File: src/rtl/fetch_unit.sv
`default_nettype none
// ============================================================================
//  Module   : fetch_unit
//  Purpose  : Instruction-fetch stage. Owns the program counter and runs a
//             req/ack handshake to instruction memory. It buffers a fetched
//             word while decode is stalled, and it cancels wrong-path fetches
//             when decode redirects the PC. It delivers rd/pcp4f to the
//             IF/ID register.
//  Ports    : clk, rst_n           - clock, async active-low reset
//             stallf               - hazard-unit fetch stall
//             redirect/redirect_pc - taken branch/jump from decode
//             imem_req/imem_addr   - memory request (address held until ack)
//             imem_ack/imem_rdata  - single-cycle ack with read data
//             rd/pcp4f/fvalid      - instruction, PC+4 and valid to IF/ID
//  Revision : 1.0 - initial release
// ============================================================================
module fetch_unit #(
    parameter logic [31:0] RESET_PC = 32'h0000_0000
) (
    input  logic        clk,
    input  logic        rst_n,
    input  logic        stallf,
    input  logic        redirect,
    input  logic [31:0] redirect_pc,
    output logic        imem_req,
    output logic [31:0] imem_addr,
    input  logic        imem_ack,
    input  logic [31:0] imem_rdata,
    output logic [31:0] rd,
    output logic [31:0] pcp4f,
    output logic        fvalid
);

    localparam logic [1:0] c_FETCH   = 2'd0;
    localparam logic [1:0] c_HOLD    = 2'd1;
    localparam logic [1:0] c_DISCARD = 2'd2;

    logic [1:0]  r_state;
    logic [31:0] r_pc;
    logic [31:0] r_ins_q;
    logic [31:0] r_pcp4_q;
    logic [31:0] r_tgt_q;

    logic        w_in_fetch;
    logic        w_in_hold;
    logic        w_in_discard;
    logic [31:0] w_pcp4;
    logic [31:0] w_redir_pc;

    assign w_in_fetch   = (r_state == c_FETCH);
    assign w_in_hold    = (r_state == c_HOLD);
    assign w_in_discard = (r_state == c_DISCARD);
    assign w_pcp4       = r_pc + 32'd4;            // wraps modulo 2^32
    assign w_redir_pc   = {redirect_pc[31:2], 2'b00};

    // Gating with rst_n drops the request the instant reset asserts, and the
    // first request appears as soon as reset is released.
    assign imem_req  = rst_n & ~w_in_hold;
    assign imem_addr = r_pc;

    // Data is live in the ack cycle; no register stage on the read path.
    assign fvalid = ~redirect & ((w_in_fetch & imem_ack) | w_in_hold);
    assign rd     = fvalid ? (w_in_hold ? r_ins_q  : imem_rdata) : 32'd0;
    assign pcp4f  = fvalid ? (w_in_hold ? r_pcp4_q : w_pcp4)     : 32'd0;

    always_ff @(posedge clk or negedge rst_n) begin
        if (!rst_n) begin
            r_state  <= c_FETCH;
            r_pc     <= RESET_PC;
            r_ins_q  <= 32'd0;
            r_pcp4_q <= 32'd0;
            r_tgt_q  <= 32'd0;
        end else begin
            case (r_state)
                c_FETCH: begin
                    if (imem_ack) begin
                        if (redirect) begin
                            r_pc <= w_redir_pc;
                        end else begin
                            r_pc <= w_pcp4;
                            if (stallf) begin
                                // IF/ID will not capture: park the word.
                                r_ins_q  <= imem_rdata;
                                r_pcp4_q <= w_pcp4;
                                r_state  <= c_HOLD;
                            end
                        end
                    end else if (redirect) begin
                        // Address must stay put until the ack, so remember
                        // the target and throw away the wrong-path data.
                        r_tgt_q <= w_redir_pc;
                        r_state <= c_DISCARD;
                    end
                end
                c_HOLD: begin
                    if (redirect) begin
                        r_pc    <= w_redir_pc;
                        r_state <= c_FETCH;
                    end else if (!stallf) begin
                        r_state <= c_FETCH;
                    end
                end
                c_DISCARD: begin
                    if (redirect) begin
                        r_tgt_q <= w_redir_pc;
                    end
                    if (imem_ack) begin
                        // A redirect in the ack cycle is the newest target.
                        r_pc    <= redirect ? w_redir_pc : r_tgt_q;
                        r_state <= c_FETCH;
                    end
                end
                default: begin
                    r_state <= c_FETCH;
                end
            endcase
        end
    end

endmodule
`default_nettype wire

File: config.mk
export PLATFORM = sky130hd
export DESIGN_NAME = fetch_unit
export DESIGN_NICKNAME = d
export VERILOG_FILES = /design/src/rtl/fetch_unit.sv
export SDC_FILE = /design/constraint.sdc
export NUM_CORES = 1
export LEC_CHECK = 0
export BUFFER_PORTS_ARGS = -buffer_cell sky130_fd_sc_hd__buf_2
export CAP_MARGIN = 20
export CORE_UTILIZATION = 35
export DETAILED_ROUTE_END_ITERATION = 16
export SLEW_MARGIN = 20
export SYNTH_ARGS = -nofsm -noshare
export SYNTH_HDL_FRONTEND = slang
export SYNTH_SLANG_ARGS = --single-unit
File: constraint.sdc
create_clock -name clk -period 1.9 [get_ports clk]
set_input_delay 0.285 -clock clk [delete_from_list [all_inputs] [get_ports clk]]
set_output_delay 0.285 -clock clk [all_outputs]
set_load 0.05 [all_outputs]
==> impl_metrics.csv, run 1 <==
group,metric,value,unit
drt,first_pass_iters,5,
yosys,syn_nets,851,
drt,wl_per_cell,19.71,microns
setup_path,path_max_fanout,4,
cells_and_area,seqCellArea,0.003288,sq mm
die,num_rows,53,
setup_path,crit_path_end_kind,"output pin",
die,die_w,149.7,microns
power_and_ir_drop,power_density,1827,mW/mm^2
drt,vias_per_cell,5.320,
clocking,cts_tree,"yes",
yosys,synth-compound-area-share,16.16,%
clocking,worst_skew_pair.late_latency,0.42,ns
setup_path,r2r_cells,10,
setup_path,crit_arrival,2.33,ns
drt,ant_nets,0,
clocking,clkSinkCount,130,
setup_path,r2r-start,"r_state[0]",
drt,drt-initial-drc-count,417,
cells_and_area,fin_area,0.01402,sq mm
sta,setup_ws,-0.7155,ns
sta,setup-tns-final,-43.80,ns
yosys,async_flop_share,100.0,%
drt,num_vias,7480,
yosys,ys_ff_latch,130,
yosys,yosys_warnings,0,
drt,wl,27.71,mm
sta,finalHoldViolCount,0,
die,die_h,149.7,microns
sta,worst-slew-pin-transition,0.5649,ns
global_routing,grt_max_degree,103,
yosys,yosys.area_share.simple,14.08,%
power_and_ir_drop,peakVddDrop,926.3,uV
yosys,synth.distinct_cells,56,
sta,fin_skew,0.01016,ns
hold_path,hp-class,"primary input to register",
drt,drc,0,
run_status,violations,"setup timing",
placement,port_buffers,164,
yosys,synth_xor_xnor_area_share,3.213,%
placement,gp_congestion,0.8547,
die,coreArea,0.02122,sq mm
yosys,synth_top_family_by_area,"multiplexers",
clocking,cts_buffers,17,
power_and_ir_drop,leakage,0.005942,uW
cells_and_area,num_antenna_cells,0,
sta,max_slew_margin,62.34,%
global_routing,grt_pass1_wl,41.10,mm
yosys,syn_area_per_cell,9.824,sq um
cells_and_area,multi_input_area,0.005889,sq mm
run_status,outcome,"finished with violations",
yosys,synth_top_area_share,42.62,%
setup_path,critical_path_class,"register to output pin",
placement,placed_area,0.01070,sq mm
cells_and_area,final.fill_count,1552,
clocking,root_buffer,"clkbuf_16",
cells_and_area,drive_above_1_share,68.88,%
yosys,synth_area,0.007634,sq mm
setup_path,reg2reg_slack,-0.32,ns
global_routing,overflow,0,
global_routing,track_usage,24.08,%
clocking,htreeDepth,4,
global_routing,antenna_found_initial,0,
sta,slew_viol_final,0,
yosys,yosysTopAreaCell,"dfrtp_1",
placement,hpwl,16.66,mm
setup_path,r2r_end,"imem_addr[30]",
cells_and_area,syn2layout_area_growth,83.67,%
yosys,syn-instance-count,777,
yosys,ys_top_cells_by_area,"dfrtp_1, mux2_2, mux2i_1",
clocking,clockBufferDepth,2,
setup_path,critPathCapture,"pcp4f[31]",
flow_run,drv_cap,0,
sta,finalCritPeriodShare,137.7,%
yosys,synthMuxAreaShare,19.06,%
sta,fmax,382.3,MHz
die,pin_count,167,
sta,min_period,2.615,ns
die,start_util,35.97,%
global_routing,grt_pass1_vias,7419,
die,fp.dieArea,0.02240,sq mm
yosys,synth-edff-count,0,
yosys,ys_seq_area_share,42.62,%
yosys,synth_fa_ha_area_share,0.8195,%
sta,rsz0062_at_grt,"true",
clocking,path_clk_slew,0.06,ns
setup_path,required,1.62,ns
cells_and_area,nets,1193,
setup_path,crit_path_start,"imem_addr[9]",
sta,finalSetupViolations,127,
yosys,synthFlopType,"dfrtp_1",
setup_path,start_kind,"register",
## per-stage QoR
stage	cells	setup WS [ns]	utilization, %	hold slack, ns	total power, uW
2_1_floorplan	777	-0.6710	-	-0.01059	13670
3_3_place_gp	1298	-0.3081	50.42	0.3813	17260
3_5_place_dp	1298	-0.3381	50.42	0.3812	17420
4_1_cts	1389	-0.6730	63.15	0.1005	24340
5_1_grt	1406	-0.7620	66.07	0.1175	26810
6_report	1406	-0.7155	66.07	0.1200	25620
## final cells by class
class,count,share of cell area [%]
Clock buffer,20,3.257
Multi-Input combinational cell,572,42.00
Sequential cell,130,23.45
Inverter,12,0.3570
Clock inverter,11,0.8031
Timing Repair Buffer,386,27.67
Tap cell,275,2.454
## worst max-delay path, stage by stage, from the launching register on
cell and delay (ns):
dfrtp_2 0.37, and4_4 0.28, nand4_1 0.10, or4_4 0.55
xor2_2 0.19, a211oi_4 0.23, buf_6 0.19
## worst min path at each step
stage | cells after the start | slack [ns] | start | to
6_report | 2 | 0.12 | redirect_pc[23] | r_tgt_q[23]
5_1_grt | 2 | 0.12 | redirect_pc[24] | r_tgt_q[24]
4_1_cts | 2 | 0.10 | imem_rdata[18] | r_ins_q[18]
3_5_place_dp | 2 | 0.38 | rst_n | r_pcp4_q[2]
3_3_place_gp | 2 | 0.38 | rst_n | r_pcp4_q[8]
2_1_floorplan | 0 | -0.01 | rst_n | imem_addr[0]
## report_power, final
| group | internal, uW | switching [uW] |
|---|---|---|
| registers | 4170 | 998 |
| clock network | 1980 | 1220 |
| logic | 8140 | 9110 |
| total | 14300 | 11300 |
## logic make-up after synthesis
group,after synthesis
adders and majority gates,5
xor gates and xnor gates,28
buffers and inverters,75
AOI/OAI and AO/OA,188
muxes,134
and+or+nand+nor,217
DFF,130
## cells in the mapped netlist, drive strengths merged, types with 13 or more instances
cell type / instances
o21ba: 14
xor2: 15
xnor2: 13
nand2: 71
mux2: 91
o21ai: 54
buf: 21
nand3: 18
dfrtp: 130
a21oi: 48
nor2: 65
clkbuf: 42
mux2i: 43
## cell usage in the layout (no fill, tap or decap), types with 9 or more instances in the layout
cell	count
mux2_2	85
buf_12	33
o21ai_1	10
o21ai_2	14
clkbuf_16	19
buf_16	9
dfrtp_2	25
buf_8	46
o21ai_0	28
a21oi_2	15
xor2_2	11
buf_4	130
mux2i_4	31
o21ba_4	14
nand4_1	11
nand2_1	61
nor2_1	10
dfrtp_1	104
buf_2	97
nand3_1	13
buf_6	67
inv_1	9
nor2_4	49
a21oi_1	27
## state kept, by name, indices dropped and copies added (netlist names)
| register | count |
|---|---|
| imem_addr | 32 |
| r_ins_q | 32 |
| r_pcp4_q | 32 |
| r_tgt_q | 32 |
| r_state | 2 |
## routing by layer
metal	up-vias	GRT usage [%]	wire length (microns)
met5	-	0	0
met4	0	8.788	705
met3	49	3.780	1302
met2	257	39.95	13860
met1	3688	31.61	11840
li1	3486	-	-
## what timing repair did
action	in CTS	in global routing
buffers inserted	51	36
gates resized for setup	324	151
pin swaps	78	70
gates cloned	18	2
hold buffers	1	0
endpoints found under the hold margin	40	0
endpoints found under the setup margin	90	130
(Power assumes the default switching activity.)
==> run 2: changes to the inputs <==
--- a/config.mk
+++ b/config.mk
@@ -7,8 +7,11 @@
 export LEC_CHECK = 0
 export BUFFER_PORTS_ARGS = -buffer_cell sky130_fd_sc_hd__buf_2
 export CAP_MARGIN = 20
+export CELL_PAD_IN_SITES_DETAIL_PLACEMENT = 1
+export CELL_PAD_IN_SITES_GLOBAL_PLACEMENT = 1
 export CORE_UTILIZATION = 35
 export DETAILED_ROUTE_END_ITERATION = 16
+export PLACE_DENSITY_LB_ADDON = 0.1
 export SLEW_MARGIN = 20
 export SYNTH_ARGS = -nofsm -noshare
 export SYNTH_HDL_FRONTEND = slang
==> run 2 against run 1 <==
The flow finishes with violations (hold timing, setup timing). Worst setup slack got worse by 0.088 ns. Cell count grew 0.78%. Utilization increased by 0.68 points. Critical path type unchanged.
==> impl_metrics.csv, run 2 (same netlist as run 1, synthesis figures left out) <==
group,metric,value,unit
cells_and_area,drive_above_1_share,68.39,%
drt,wl,38.08,mm
cells_and_area,syn2layout_area_growth,85.58,%
setup_path,reg2reg_slack,-0.62,ns
die,die_w,149.7,microns
global_routing,track_usage,29.32,%
cells_and_area,finalNonFillerCells,1417,
setup_path,critical_path_class,"register to output pin",
cells_and_area,fin_util,66.76,%
power_and_ir_drop,leakage,0.006223,uW
setup_path,cp_num_buf_inv,1,
clocking,htreeDepth,4,
sta,setup-tns-final,-53.53,ns
power_and_ir_drop,peakVddDrop,1118,uV
clocking,path_clk_slew,0.06,ns
run_status,violations,"hold timing, setup timing",
placement,place_ws,-0.3784,ns
placement,port_buffers,164,
die,coreArea,0.02122,sq mm
clocking,cts_tree,"yes",
die,pin_count,167,
setup_path,critical-path-max-stage-delay,0.47,ns
drt,dr_wl_met2,20.09,mm
sta,min_period,2.703,ns
cells_and_area,fin_area,0.01417,sq mm
sta,worst_hold_slack,-0.06048,ns
drt,ant_nets,0,
clocking,clkSinkCount,130,
sta,finalCritPeriodShare,142.3,%
placement,placed_area,0.01065,sq mm
die,fp.dieArea,0.02240,sq mm
global_routing,grt_max_degree,131,
setup_path,cp_cell_sequence,"ha_4 > and4_4 > nand2_8 > or4_4 > xnor2_4 > o21ba_4 > buf_6",
clocking,clockBufferDepth,2,
setup_path,cp_top_family,"simple AND/OR/NAND/NOR gates",
run_status,outcome,"finished with violations",
sta,fmax,369.9,MHz
setup_path,path_max_fanout,5,
global_routing,grt_pass1_vias,8407,
setup_path,crit_path_end_kind,"output pin",
setup_path,crit_arrival,2.42,ns
global_routing,antenna_found_initial,0,
cells_and_area,final_common_cell,"buf_4",
sta,worst-slew-pin-transition,0.8111,ns
drt,first_pass_iters,5,
cells_and_area,num_antenna_cells,0,
power_and_ir_drop,power_density,1938,mW/mm^2
hold_path,hp-class,"primary input to asynchronous set/reset pin",
die,start_util,35.97,%
global_routing,grt_pass1_wl,49.39,mm
placement,hpwl,19.59,mm
sta,rsz0062_at_grt,"true",
sta,fin_skew,0.008995,ns
drt,num_vias,8219,
cells_and_area,final.fill_count,2047,
drt,drc,0,
clocking,cts_buffers,17,
drt,wl_met1,14.63,mm
flow_run,drv_cap,0,
setup_path,r2r-start,"r_state[0]",
die,die_h,149.7,microns
cells_and_area,nets,1204,
global_routing,overflow,0,
setup_path,r2r_cells,12,
drt,routed.top_layer,"met4",
setup_path,critPathSlowestCell,"or4_4",
sta,finalSetupViolations,117,
setup_path,r2r_end,"imem_addr[30]",
sta,max_slew_margin,45.93,%
clocking,worst_skew_pair.late_latency,0.43,ns
drt,drt-initial-drc-count,427,
drt,wl_per_cell,26.88,microns
placement,dp_cells,1297,
sta,setup_ws,-0.8033,ns
sta,slew_viol_final,0,
drt,wl_met3,1.868,mm
clocking,root_buffer,"clkbuf_16",
sta,finalHoldViolCount,13,
setup_path,required,1.62,ns
die,num_rows,53,
cells_and_area,layout_common_cells,"buf_4, dfrtp_1, buf_2, buf_6, nand2_1",
drt,vias_per_cell,5.800,
placement,gp_congestion,0.8232,
setup_path,start_kind,"register",
-- run 2: routing by layer --
layer | global-route usage [%] | up-vias
met1 | 35.10 | 4238
met2 | 51.71 | 376
met5 | 0 | -
met4 | 10.86 | 0
li1 | - | 3499
met3 | 5.823 | 106
-- run 2: worst max path at each step --
stage / startpoint / slack, ns / end / cells after the start
after floorplan: imem_addr[7] / -0.67 / pcp4f[31] / 6
after global placement: imem_addr[2] / -0.33 / pcp4f[24] / 7
after detailed placement: imem_addr[2] / -0.38 / pcp4f[24] / 7
after CTS: imem_addr[2] / -0.73 / pcp4f[24] / 7
after global routing: imem_addr[2] / -0.84 / pcp4f[24] / 7
final: imem_addr[2] / -0.80 / pcp4f[24] / 7
-- run 2: final cells by class --
cell class	instances	area [sq um]	area share, %
clock buffer	25	475.5	3.356
clock inverter	6	105.1	0.7419
inverter	12	50.05	0.3533
sequential	130	3288	23.21
tap	275	344.1	2.429
timing repair buffer	397	4014	28.33
multi-input combinational	572	5889	41.57
-- run 2: through the flow --
step	hold WS, ns	power (uW)
after CTS	0.04557	24510
after global placement	0.4612	17290
after floorplan	-0.01059	13670
after global routing	0.01994	28350
final	-0.06048	27460
after detailed placement	0.4751	17790
-- run 2: worst register-to-register path: cells and delay by family, from the launching register on --
family / cells / cell delay, ns
adder cells (fa/ha/maj): 1 / 0.20
buffers and inverters: 7 / 0.92
AO/OA/AOI/OAI: 2 / 0.46
AND/OR/NAND/NOR: 2 / 0.38
flip-flops: 1 / 0.44
-- run 2: power by group --
part	internal, uW	total [uW]	switching, uW
Clock	2120	3390	1270
Sequential	4170	5350	1170
Combinational	8470	18700	10200
Total	14800	27500	12700
-- run 2: repair_timing --
item / in CTS / in global routing
hold buffers: 0 / 0
gates cloned: 15 / 7
buffers inserted: 44 / 49
endpoints found under the setup margin: 123 / 170
pin swaps: 81 / 53
gates resized for setup: 333 / 149
